### src/rtl/uart_rx_frame.sv
// rtl/uart_rx_frame.sv - UART receive framer: 16x oversampled 8-data, 1-parity, 1-stop receiver
// Optional build macro: UART_RX_MAJORITY_EN selects a 2-of-3 vote over samples 7/8/9 for every bit.
// When the macro is undefined, each bit is a single sample taken at scnt==8.
module uart_rx_frame #(
  parameter int CLK_FREQ   = 50_000_000,
  parameter int BAUD_RATE  = 115200,
  parameter bit PARITY_ODD = 1'b0
) (
  input  logic       clk,
  input  logic       reset,
  input  logic       Rx_EN,
  input  logic       RxD,
  output logic [7:0] data,
  output logic       Rx_valid,
  output logic       Rx_PERROR,
  output logic       Rx_FERROR
);

  localparam int DIV = CLK_FREQ / (BAUD_RATE * 16);
  localparam int DW  = (DIV > 1) ? $clog2(DIV) : 1;
  localparam logic [DW-1:0] DIV_LAST = DW'(DIV - 1);

`ifdef UART_RX_MAJORITY_EN
  // The vote needs sample 9, so every bit decision moves one tick later.
  localparam logic [3:0] SAMP = 4'd9;
`else
  localparam logic [3:0] SAMP = 4'd8;
`endif

  typedef enum logic [2:0] {
    IDLE   = 3'd0,
    START  = 3'd1,
    DATA   = 3'd2,
    PARITY = 3'd3,
    STOP   = 3'd4
  } state_t;

  state_t        state;
  state_t        state_next;
  logic          rxd_m;
  logic          rxd_s;
  logic [DW-1:0] div_cnt;
  logic          tick;
  logic [3:0]    scnt;
  logic [3:0]    scnt_next;
  logic [2:0]    bit_idx;
  logic [2:0]    idx_next;
  logic [7:0]    shift;
  logic          pbit;
  logic          line_seen_high;
  logic          shift_en;
  logic          pbit_en;
  logic          done;
  logic          bit_val;

`ifdef UART_RX_MAJORITY_EN
  logic samp7;
  logic samp8;

  // Hold the two earlier samples of the current bit for the vote at scnt==9.
  always_ff @(posedge clk or posedge reset) begin
    if (reset) begin
      samp7 <= 1'b0;
      samp8 <= 1'b0;
    end else if (tick && state != IDLE) begin
      if (scnt == 4'd7) samp7 <= rxd_s;
      if (scnt == 4'd8) samp8 <= rxd_s;
    end
  end

  assign bit_val = (samp7 & samp8) | (samp7 & rxd_s) | (samp8 & rxd_s);
`else
  assign bit_val = rxd_s;
`endif

  // Two-flop synchronizer for the asynchronous serial line; idles high.
  always_ff @(posedge clk or posedge reset) begin
    if (reset) begin
      rxd_m <= 1'b1;
      rxd_s <= 1'b1;
    end else begin
      rxd_m <= RxD;
      rxd_s <= rxd_m;
    end
  end

  // Oversample tick divider; frozen at zero while the receiver is disabled.
  always_ff @(posedge clk or posedge reset) begin
    if (reset) begin
      div_cnt <= '0;
    end else if (!Rx_EN) begin
      div_cnt <= '0;
    end else if (div_cnt == DIV_LAST) begin
      div_cnt <= '0;
    end else begin
      div_cnt <= div_cnt + DW'(1);
    end
  end

  assign tick = Rx_EN && (div_cnt == DIV_LAST);

  // FSM state register.
  always_ff @(posedge clk or posedge reset) begin
    if (reset) begin
      state <= IDLE;
    end else begin
      state <= state_next;
    end
  end

  // Next-state, sample-counter and datapath strobes; everything advances on tick.
  always_comb begin
    state_next = state;
    scnt_next  = scnt;
    idx_next   = bit_idx;
    shift_en   = 1'b0;
    pbit_en    = 1'b0;
    done       = 1'b0;
    if (!Rx_EN) begin
      state_next = IDLE;
      scnt_next  = 4'd0;
      idx_next   = 3'd0;
    end else if (tick) begin
      case (state)
        IDLE: begin
          if (line_seen_high && !rxd_s) begin
            state_next = START;
            scnt_next  = 4'd0;
          end
        end
        START: begin
          if (scnt == SAMP && bit_val) begin
            state_next = IDLE;
            scnt_next  = 4'd0;
          end else if (scnt == 4'd15) begin
            state_next = DATA;
            scnt_next  = 4'd0;
            idx_next   = 3'd0;
          end else begin
            scnt_next = scnt + 4'd1;
          end
        end
        DATA: begin
          shift_en = (scnt == SAMP);
          if (scnt == 4'd15) begin
            scnt_next = 4'd0;
            if (bit_idx == 3'd7) begin
              state_next = PARITY;
            end else begin
              idx_next = bit_idx + 3'd1;
            end
          end else begin
            scnt_next = scnt + 4'd1;
          end
        end
        PARITY: begin
          pbit_en = (scnt == SAMP);
          if (scnt == 4'd15) begin
            state_next = STOP;
            scnt_next  = 4'd0;
          end else begin
            scnt_next = scnt + 4'd1;
          end
        end
        STOP: begin
          // Leave mid stop bit so a back-to-back start edge is not missed.
          if (scnt == SAMP) begin
            done       = 1'b1;
            state_next = IDLE;
            scnt_next  = 4'd0;
          end else begin
            scnt_next = scnt + 4'd1;
          end
        end
        default: begin
          state_next = IDLE;
          scnt_next  = 4'd0;
          idx_next   = 3'd0;
        end
      endcase
    end
  end

  // Sample and bit-index counters.
  always_ff @(posedge clk or posedge reset) begin
    if (reset) begin
      scnt    <= 4'd0;
      bit_idx <= 3'd0;
    end else begin
      scnt    <= scnt_next;
      bit_idx <= idx_next;
    end
  end

  // Arm start detection only after the line has been seen idle-high, so a break cannot retrigger.
  always_ff @(posedge clk or posedge reset) begin
    if (reset) begin
      line_seen_high <= 1'b1;
    end else if (!Rx_EN) begin
      line_seen_high <= 1'b0;
    end else if (state != IDLE && state_next == IDLE) begin
      line_seen_high <= 1'b0;
    end else if (state == IDLE && rxd_s) begin
      line_seen_high <= 1'b1;
    end
  end

  // Data shift register (LSB arrives first) and captured parity bit.
  always_ff @(posedge clk or posedge reset) begin
    if (reset) begin
      shift <= 8'h00;
      pbit  <= 1'b0;
    end else begin
      if (shift_en) shift <= {bit_val, shift[7:1]};
      if (pbit_en)  pbit  <= bit_val;
    end
  end

  // Completion: all four outputs update together in the clock after the stop sample.
  always_ff @(posedge clk or posedge reset) begin
    if (reset) begin
      data      <= 8'h00;
      Rx_valid  <= 1'b0;
      Rx_PERROR <= 1'b0;
      Rx_FERROR <= 1'b0;
    end else begin
      Rx_valid <= done;
      if (done) begin
        data      <= shift;
        Rx_PERROR <= (^shift) ^ pbit ^ PARITY_ODD;
        Rx_FERROR <= ~bit_val;
      end
    end
  end

endmodule

### config.mk
export PLATFORM = sky130hd
export DESIGN_NAME = uart_rx_frame
export DESIGN_NICKNAME = d
export VERILOG_FILES = /design/src/rtl/uart_rx_frame.sv
export SDC_FILE = /design/constraint.sdc
export NUM_CORES = 1
export LEC_CHECK = 0
export BUFFER_PORTS_ARGS = -buffer_cell sky130_fd_sc_hd__buf_2
export CELL_PAD_IN_SITES_DETAIL_PLACEMENT = 0
export CELL_PAD_IN_SITES_GLOBAL_PLACEMENT = 1
export CORE_MARGIN = 2
export CORE_UTILIZATION = 40
export DETAILED_ROUTE_END_ITERATION = 7
export PLACE_DENSITY = 0.71
export SLEW_MARGIN = 20
export SYNTH_ARGS = -nofsm -noshare
export SYNTH_HDL_FRONTEND = slang
export SYNTH_SLANG_ARGS = --single-unit
### constraint.sdc
create_clock -name clk -period 4.81 [get_ports clk]
set_input_delay 0.2405 -clock clk [delete_from_list [all_inputs] [get_ports clk]]
set_output_delay 0.2405 -clock clk [all_outputs]
set_load 0.02 [all_outputs]
---- Yosys cells after proc, flatten, opt, wreduce, memory -nomap -nowiden ----
Index checks and enable logic that the tools add are counted.
word-level totals
  register bits after elaboration ......... 38
  logic and storage cells ................. 87
  output and inout port bits .............. 11
  bits of input ports ..................... 4
operators by class
  mux-type cells .......................... 39
  reductions and logical operators ........ 14
  add/sub/neg operators ................... 3
  eq/ne operators ......................... 16
  bitwise operators ....................... 2
operator list
  cell                                                   count
  2-to-1 mux 3 bit                                       15
  2-to-1 mux 4 bit                                       6
  one-hot mux 4 bit (4 select lines)                     1
  inequality test 3 bit, second input constant           5
  one-hot mux 3 bit (5 select lines)                     1
  2-to-1 mux 1 bit                                       13
  2-to-1 mux 5 bit                                       2
  one-hot mux 3 bit (3 select lines)                     1
  == test 4 bit, second input constant                   2
  parity 8 bit                                           1
  == test 3 x 2 -> 1 bit, second input constant          2
  == test 3 bit, second input constant                   2
  zero test 3 bit                                        2
  AND reduction 6 bit                                    1
  adder 5 x 1 -> 5 bit, second input constant            1
  == test 5 bit, second input constant                   1
  logical AND 1 bit                                      5
  adder 4 x 1 -> 4 bit, second input constant            1
  adder 3 x 1 -> 3 bit, second input constant            1
  == test 3 x 1 -> 1 bit, second input constant          1
  inequality test 3 x 1 -> 1 bit, second input constant  1
  nonzero test 3 bit                                     1
  OR reduction 3 bit                                     1
  inequality test 2 x 1 -> 1 bit, second input constant  1
  other kinds (6)                                        6

---- Logic depth before layout (Yosys ltp) ----
Gate-level depths: netlist (run 1).
  word-level depth ........................ 10
  mapped depth ............................ 8
  depth with buffers taken out ............ 7

---- Worst setup path before layout (run 1) ----
Ideal clock, no wire load.
  kind .................................... register -> register
  start ................................... register scnt[0]
  end ..................................... register line_seen_high
  stages on the path, launching flop included .. 8
  library setup time ...................... 83 ps
  period minus slack after synthesis ...... 1,783 ps
  path slack .............................. 3,027 ps
  buffers on the path ..................... 1
  arrival time ............................ 1,700 ps
  required time ........................... 4,727 ps
  path through ............................ dfrtp_1 > ha_1 > and3_1 > buf_6 > and4b_1 > a221oi_2 > o32ai_2 > o311a_1
between the ends
  word-level cells in the longest chain between the ends .. 10
  elaborated cells on any way between the ends .. 16
  classes of those cells .................. eq/ne (3); mux (10); reduce/logical (3)
RTL lines
  element                                                       RTL line  text
  start, declared                                               44        logic [3:0] scnt;
  start signal, assigned                                        190       scnt <= scnt_next;
  == test 4 bit, on equally long branches                       n/a
  2-to-1 mux 3 bit / logical AND 1 bit (equally long branches)  135, 132
  2-to-1 mux 3 bit                                              132       if (scnt == SAMP && bit_val) begin
  one-hot mux 3 bit (5 select lines) (*)                        124       case (state)
  2-to-1 mux 3 bit (*)                                          123       end else if (tick) begin
  2-to-1 mux 3 bit (*)                                          119       if (!Rx_EN) begin
  named net state_next[0]                                       39        state_t state_next;
  zero test 3 bit (*)                                           201       end else if (state != IDLE && state_next == IDLE) begin
  logical AND 1 bit (*)                                         201
  2-to-1 mux 1 bit                                              201
  2-to-1 mux 1 bit                                              199       end else if (!Rx_EN) begin
  end signal, assigned                                          198       line_seen_high <= 1'b1;
  end signal, assigned                                          200       line_seen_high <= 1'b0;
  end signal, assigned                                          202       line_seen_high <= 1'b0;
  end, declared                                                 50        logic line_seen_high;
Mark *: on every way through the listed nets, which the timed path passes. The rest lies on a longest branch.
A chain may end at the register's enable or synchronous reset.

---- Worst setup path after layout (run 1) ----
  start ................................... register div_cnt[0]
  end ..................................... register data[4]
between the ends
  word-level cells in the longest chain between the ends .. 4
RTL lines
  element                 RTL line  text
  start, declared         42        logic [DW-1:0] div_cnt;
  start signal, assigned  96        div_cnt <= div_cnt + DW'(1);
  == test 5 bit           100       assign tick = Rx_EN && (div_cnt == DIV_LAST);
  logical AND 1 bit       100
  2-to-1 mux 1 bit        123
  2-to-1 mux 1 bit        119
  end signal, assigned    229       data <= shift;
  end, declared           13        output logic [7:0] data,
No other way between the ends.

==> impl_results.md, run 1 <==
- Main synth FF type: dfrtp_1
- Period Utilization, post-route: between 40% and 50%
- Post-synth EDFFs: 0
- Crit path DAT: around 2.2 ns
- Worst-path clk slew: 0.08 ns
- Synth warn: 0
- First-pass GRT wire length: approximately 6.2 mm
- Initial core utilization: 41.3%
- Final hold violations: 0
- Synth area leader: dfrtp_1
- CTS Hold Buffers Added: 0
- Finished Core Util: a little under half
- Static Leakage: between 1 and 1.5 nW
- Worst Clk Skew: about 0.0075 ns
- All-Layer GR Usage: about 15%
- CP endpoint kind: flip-flop
- Worst hold path endpoint: rxd_m
- Share of cells above drive strength 1: approximately 27%
- Inserted Diodes: 0
- Port bufs: 14
- Drt first pass iters: 4
- Register bit total from synthesis: 38
- Most frequent cells after synthesis: dfrtp_1, mux2_2, nand2_1
- Synthesized Nets: about 190
- Hold Path Cell Cnt: 1
- Max Fclk: ~510 MHz
- Largest net degree at the start of global routing: 39
- Synthesized area: 0.00194 mm^2
- Worst r2r src: div_cnt[0]
- Critical R2R Capture: data[4]
- Row cnt: 25
- Dpl ws: 2.83 ns
- Setup WS post-layout: 2.84 ns
- Synth cell types: 43
- Area after DPL: 0.00205 mm^2
- Average vias per placed instance: roughly 5.3
- Vias in the first global route: 1288
- Data required, critical path: 4.99 ns
- Grt met3 use: approximately 4.1%
- RSZ-0062 raised after global routing: no
- Initial drt markers: between 70 and 80
- Root Buffer: clkbuf_8
- Clk_lat worst skew: around 0.30 ns
- Clk sinks: 38
- Met2 usage in global routing: around a quarter
- GRT Max-Usage Layer: met2
- Synth top area share: a little under half
- Routed Antenna Nets: 0
- Reg2Reg Depth: 6
- Routability Congestion: 0.905
- DP HPWL: 2.59 mm
- Peak supply drop: approximately 0.00011 V
- H-tree lvl count: 2
- Cell count after synthesis: between 150 and 200
- DR vias: 1302
- DRC: 0
- Post-detailed-route wirelength per cell: around 15 um
- Layout Area Growth over Synthesis: 11.6%
- Top area cells in the synthesized netlist: dfrtp_1, mux2_2, dfstp_2
- Run status: completed
- CTS tree: built
- Most instantiated library cell after synthesis: dfrtp_1
- Resized cells post-CTS: 0
- Pwr Density: 291 mW/mm^2
- Fin area: approximately 0.0022 mm^2
- Crit Path Max Fanout: 13
- Non-Filler Instances: around 250
- Initial antenna violation count: 0
- Core Area: 0.00469 mm^2
- Grt ovf: 0
- Hold_ws: about 0.043 ns
- Final nets: around 200
- Synth async-reset ratio: 100%
- Clk buf depth: 2
- Fin. max-slew vios: 0
- Total power: roughly 0.63 mW
- Hold Crit Start: RxD
- Mapped Avg Cell Area: between 10 and 15 um^2
- Max cap viols: 0
- Setup Fix Bufs, Post-CTS: 0
- Die area: 0.00542 mm^2
- Sequential fraction of the synthesis area: between 40% and 50%
- Hold Crit Class: input port to flip-flop
- Final WL: ~3.7 mm
- Setup Viol. Count Final: 0
- Die Wd: roughly 74 um
- Startpoint Class: flip-flop
- CP Class: flip-flop to flip-flop
- Die span in y: around 74 um
- Tmin final: around 2.0 ns
- Worst relative slew slack: ~64%
- Placed insts: ~240
- FF-to-FF setup slack: 2.84 ns
- Slew at the pin with the worst max-slew slack: between 0.5 and 0.6 ns
- Met1 Usage GRT: between 20% and 30%
- Io pins: 15
- CTS buffer count: 5
- Setup TNS Final: 0 ns
-- placed cells by master (no fill, tap or decap), types with 2 or more instances in the layout --
cell         n
o21ai_0      7
clkbuf_8     5
mux2_2      18
a21oi_1      6
nor2b_1      2
and3_1       2
xnor2_1      8
dfrtp_1     35
nand3_1      7
nand2b_1     5
mux2i_1      2
nor2_1      13
clkinvlp_4   2
ha_1         6
buf_2       14
and2_1       3
and3b_2      2
nand2_1     16
and4b_1      2
dfstp_2      3
nor3_1       3
inv_1        7
xor2_1       2
-- final cells by class --
| cell class | count | area (um^2) |
|---|---|---|
| Inverter | 7 | 26.3 |
| Clock buffer | 5 | 68.8 |
| Clock inverter | 3 | 45.0 |
| Fill cell | 446 | 2530 |
| Multi-Input combinational cell | 124 | 922 |
| Tap cell | 54 | 67.6 |
| Sequential cell | 38 | 955 |
| Timing Repair Buffer | 15 | 77.6 |
-- worst max-delay path by stage --
stage	to	start	slack [ns]	cells after the start
floorplan	line_seen_high	scnt[0]	3.03	7
global placement	data[6]	div_cnt[0]	2.89	6
detailed placement	data[4]	div_cnt[0]	2.83	6
CTS	data[4]	div_cnt[0]	2.81	6
global route	data[4]	div_cnt[0]	2.66	6
finish	data[4]	div_cnt[0]	2.84	6
-- report_power, final --
| part | internal (mW) | switching (mW) | total (mW) |
|---|---|---|---|
| logic | 0.00660 | 0.0131 | 0.0197 |
| clock network | 0.154 | 0.127 | 0.281 |
| registers | 0.324 | 0.00381 | 0.328 |
-- metal layers --
| metal | wire [um] | part of all wire [%] |
|---|---|---|
| met2 | 1730 | 47 |
| met3 | 98 | 2.7 |
| met5 | 0 | 0 |
| met1 | 1820 | 49 |
| met4 | 31 | 0.84 |
-- cells by family (layout without fill, tap and decap cells) --
| group | Yosys count | in the layout | synth area share (%) |
|---|---|---|---|
| simple gates | 60 | 60 | 17.2 |
| xor+xnor | 10 | 10 | 4.52 |
| compound gates | 28 | 28 | 10.5 |
| fa+ha+maj | 6 | 6 | 3.87 |
| flops | 38 | 38 | 49.3 |
| mux | 20 | 20 | 11.5 |
| buf+inv | 13 | 30 | 3.16 |
-- state kept, by name, indices dropped and copies added, names as in the netlist --
name and count:
Rx_FERROR 1, Rx_PERROR 1, Rx_valid 1, bit_idx 3, bit_val 1, data 8
div_cnt 5, line_seen_high 1, pbit 1, rxd_m 1, scnt 4, shift 8
state 3
-- worst max-delay path, stage by stage (launching register included) --
cell and delay [ns]:
dfrtp_1 0.43, inv_1 0.07, ha_1 0.22, nand4b_4 0.17, nor3_2 0.27, nand3_2 0.31
mux2_2 0.38
No activity file was read; power rests on OpenSTA's default activity.
==> run 2, diff against run 1 <==
clock period = 2 ns   (was 4.81 ns; I/O delays follow)
==> impl_results.md, run 2 (synthesis gave the netlist of run 1 again) <==
- Run status: completed
- DP HPWL: roughly 2.6 mm
- RSZ-0062 raised after global routing: yes
- All-Layer GR Usage: approximately 16%
- Initial antenna violation count: 0
- Largest regs: data x8, shift x8, div_cnt x5
- Hold Crit Class: input port to flip-flop
- CP Class: flip-flop to flip-flop
- Post-detailed-route wirelength per cell: about 15 um
- Clk_lat worst skew: a little under 0.3 ns
- Critical R2R Capture: data[7]
- CP endpoint kind: flip-flop
- Max cap viols: 0
- Setup Viol. Count Final: 0
- DRC: 0
- Root Buffer: clkbuf_8
- Tmin final: just under 2 ns
- Grt met3 use: approximately 4.4%
- Grt ovf: 0
- Routed Antenna Nets: 0
- Crit path DAT: 2.11 ns
- Slew at the pin with the worst max-slew slack: 0.473 ns
- Core Area: around 0.0047 mm^2
- Initial core utilization: between 40% and 50%
- Layout Area Growth over Synthesis: 13.6%
- Fin. max-slew vios: 0
- Final nets: approximately 210
- Slowest-stage cell, CP: dfrtp_1
- Hold Path Cell Cnt: 2
- Fin area: about 0.0022 mm^2
- Hold Crit Start: Rx_EN
- Worst r2r src: div_cnt[0]
- Share of cells above drive strength 1: around 29%
- Die Wd: about 74 um
- CTS buffer count: 5
- Commonest non-fill, non-tap cell in the layout: dfrtp_1
- Pwr Density: ~640 mW/mm^2
- Drt first pass iters: 4
- Port bufs: 14
- Initial drt markers: 77
- Die area: 0.00542 mm^2
- Max Fclk: 518 MHz
- Clk sinks: 38
- Static Leakage: 1.11 nW
- Peak supply drop: between 0.0003 and 0.0004 V
- Area after DPL: around 0.0021 mm^2
- Period Utilization, post-route: 96.5%
- Inserted Diodes: 0
- Worst path top cell family by delay: simple AND/OR/NAND/NOR gates
- Met1 Usage GRT: roughly a fifth
- Worst relative slew slack: about two thirds
- Crit Path Max Fanout: 13
- Worst hold path endpoint: line_seen_high
- Io pins: 15
- Met2 usage in global routing: roughly a quarter
- Worst path max stage delay: just over 0.4 ns
- CP Buf/Inv Count: 1
- Largest net degree at the start of global routing: 39
- Total power: around 1.4 mW
- Reg2Reg Depth: 6
- Data required, critical path: 2.18 ns
- Routability Congestion: 0.865
- Final hold violations: 0
- Worst Clk Skew: a little under 0.007 ns
- Final WL: 3.70 mm
- First-pass GRT wire length: around 6.7 mm
- DR vias: between 1000 and 1500
- Row cnt: 25
- Startpoint Class: flip-flop
- FF-to-FF setup slack: around 0.070 ns
- H-tree lvl count: 2
- Vias in the first global route: ~1400
- GRT Max-Usage Layer: met2
- Die span in y: 73.6 um
- Commonest non-fill, non-tap cells in the layout: dfrtp_1, mux2_2, nand2_1
- CTS tree: built
- Worst-path clk slew: 0.08 ns
- Average vias per placed instance: around 5.4
- CP cell instances: inv_1 -> ha_1 -> nand4b_4 -> nor3_2 -> nand3_2 -> mux2_2
- Clk buf depth: 2
[run 2: cell count changes in the layout (fill, tap and decap cells not counted)]
cell	delta
bufinv_16	-1
clkinv_2	+1
buf_4	+5
dlygate4sd3_1	+2
clkbuf_8	+1
clkinvlp_4	-1
[run 2: where the power goes]
| group | switching [mW] | internal, mW |
|---|---|---|
| clock | 0.284 | 0.277 |
| sequential | 0.00838 | 0.779 |
| combinational | 0.0311 | 0.0183 |
[run 2: worst max path at each step]
stage,start,to,slack (ns),cells after the start
3_5_place_dp,div_cnt[0],data[5],0.07,6
6_report,div_cnt[0],data[7],0.07,6
2_1_floorplan,scnt[0],line_seen_high,0.22,7
3_3_place_gp,div_cnt[0],data[7],0.15,6
4_1_cts,div_cnt[0],data[7],0.05,6
5_1_grt,div_cnt[0],data[7],-0.09,6
[run 2: layer usage]
metal / part of all wire [%] / wire, um
met4: 1.9 / 71
met5: 0 / 0
met1: 46 / 1690
met2: 47 / 1750
met3: 5.2 / 191
[run 2: cell type report]
type,instances,area (um^2)
Multi-Input combinational cell,124,922
Inverter,7,26.3
Timing Repair Buffer,22,135
Fill cell,452,2490
Clock inverter,2,12.5
Clock buffer,6,82.6
Sequential cell,38,955
Tap cell,54,67.6
[run 2: metrics by stage]
stage               setup TNS, ns  util, %  setup WS [ns]  instances  hold WS (ns)
global placement                0     44.5          0.146        243         0.209
global route               -0.643     46.9        -0.0852        253        0.0661
finish                          0     46.9         0.0698        253        0.0614
detailed placement              0     44.5         0.0668        243         0.210
floorplan                       0        -          0.217        175         0.104
CTS                             0     46.9         0.0511        253        0.0523
[run 2: repair_timing]
item                                    CTS  global route
endpoints found under the setup margin    0            14
endpoints found under the hold margin    36             0
resized for setup                         0             0
setup buffers                             0             0
hold buffers                              2             0
==> run 3, diff against run 2 <==
CELL_PAD_IN_SITES_DETAIL_PLACEMENT = 1   (was 0)
PLACE_DENSITY = default   (was 0.71)
PLACE_DENSITY_LB_ADDON = 0.2   (was default)
==> impl_results.md, run 3 (synthesis gave the netlist of run 1 again) <==
- Grt ovf: 0
- Worst Clk Skew: around 0.005 ns
- Crit Path Max Fanout: 5
- Clk buf depth: 2
- Initial antenna violation count: 0
- All-Layer GR Usage: around 16%
- Met2 usage in global routing: about 27%
- Setup Fix Bufs, Post-CTS: 0
- Die span in y: 73.6 um
- Hold Crit Class: input port to flip-flop
- Average vias per placed instance: roughly 5.5
- Initial core utilization: approximately two fifths
- Port bufs: 14
- Worst-path clk slew: 0.07 ns
- Row cnt: 25
- Slew at the pin with the worst max-slew slack: 0.486 ns
- DR vias: around 1400
- First-pass GRT wire length: slightly below 7 mm
- Hold Crit Start: Rx_EN
- Met1 Usage GRT: between 20% and 30%
- Root Buffer: clkbuf_8
- Peak supply drop: 0.000319 V
- Final nets: ~210
- Vias in the first global route: 1472
- Startpoint Class: flip-flop
- Period Utilization, post-route: 93.5%
- Routed Antenna Nets: 0
- Setup Viol. Count Final: 0
- Inserted Diodes: 0
- Dpl ws: roughly 0.040 ns
- H-tree lvl count: 2
- Grt met3 use: under 10%
- Die Wd: between 70 and 80 um
- Max Fclk: between 500 and 600 MHz
- Clk_lat worst skew: about 0.28 ns
- CP Class: flip-flop to flip-flop
- Largest net degree at the start of global routing: 39
- Die area: about 0.0054 mm^2
- Placed insts: approximately 240
- Final hold violations: 0
- DRC: 0
- CTS buffer count: 5
- CP startpoint: scnt[1]
- Routability Congestion: about 0.8
- Commonest non-fill, non-tap cells in the layout: dfrtp_1, mux2_2, nand2_1
- Total power: ~1.4 mW
- Setup WS post-layout: ~0.13 ns
- Commonest non-fill, non-tap cell in the layout: dfrtp_1
- Tmin final: 1.87 ns
- Setup TNS Final: 0 ns
- Largest regs: data x8, shift x8, div_cnt x5
- Share of cells above drive strength 1: 27.8%
- CTS tree: built
- Static Leakage: roughly 1.1 nW
- Max cap viols: 0
- CP endpoint kind: flip-flop
- Io pins: 15
- Fin. max-slew vios: 0
- Non-Filler Instances: between 200 and 300
- GRT Max-Usage Layer: met2
- Fillers: just over 500
- Clk sinks: 38
- Core Area: ~0.0047 mm^2
- Data required, critical path: 2.21 ns
- Worst r2r src: scnt[1]
- Post-detailed-route wirelength per cell: 15.4 um
- Drt first pass iters: 4
- Layout Area Growth over Synthesis: 14.1%
- Initial drt markers: 60
- Run status: completed
- RSZ-0062 raised after global routing: no
- Pwr Density: about 620 mW/mm^2
- DP HPWL: between 2 and 3 mm
- Crit path DAT: around 2.1 ns
- Final WL: roughly 3.9 mm
- Worst relative slew slack: between 60% and 70%
==> run 3: worst paths after layout <==
path / endpoint / slack, ns / cells past startpoint
setup reg to reg: line_seen_high / 0.13 / 6
setup / recovery: line_seen_high / 0.13 / 6
min in group asynchronous: div_cnt[1] / 0.48 / 4
hold reg to reg: bit_val / 0.36 / 0
max in group asynchronous: bit_val / 1.17 / 4
hold / removal: line_seen_high / 0.09 / 2
==> run 3: per-stage QoR <==
| stage | hold slack (ns) | cell area [um^2] | util (%) |
|---|---|---|---|
| 2_1_floorplan | 0.104 | 1940 | - |
| 3_5_place_dp | 0.212 | 2080 | 44.3 |
| 5_1_grt | 0.0692 | 2210 | 47.1 |
| 6_report | 0.0859 | 2210 | 47.1 |
| 3_3_place_gp | 0.211 | 2080 | 44.3 |
| 4_1_cts | 0.0763 | 2190 | 46.6 |
==> run 3: metal layers <==
layer / vias up / wire length (um)
met3: 2 / 126
li1: 655 / -
met5: - / 0
met4: 0 / 16
met2: 22 / 1950
met1: 704 / 1790
==> run 3: critical path, stage by stage, from the launching register on <==
cell and delay, ns:
dfrtp_1 0.42, ha_1 0.23, and3_1 0.24, and4b_1 0.23, a221oi_2 0.19, o32ai_2 0.12, o311a_1 0.36
==> run 3: repair_timing <==
item	in CTS	in global routing
endpoints found under the setup margin	0	17
gates resized for setup	0	4
hold buffers	2	0
endpoints found under the hold margin	36	0
==> run 3: power by group <==
part	total, mW	switching, mW	internal [mW]
registers	0.788	0.00843	0.779
clock network	0.531	0.250	0.281
logic	0.0507	0.0322	0.0185
==> run 3: area by class of cell <==
cell class / instances / area (um^2) / share of cell area [%]
Clock buffer: 8 / 90.1 / 4.07
Inverter: 7 / 26.3 / 1.19
Multi-Input combinational cell: 124 / 946 / 42.8
Sequential cell: 38 / 955 / 43.2
Tap cell: 54 / 67.6 / 3.05
Timing Repair Buffer: 21 / 128 / 5.77
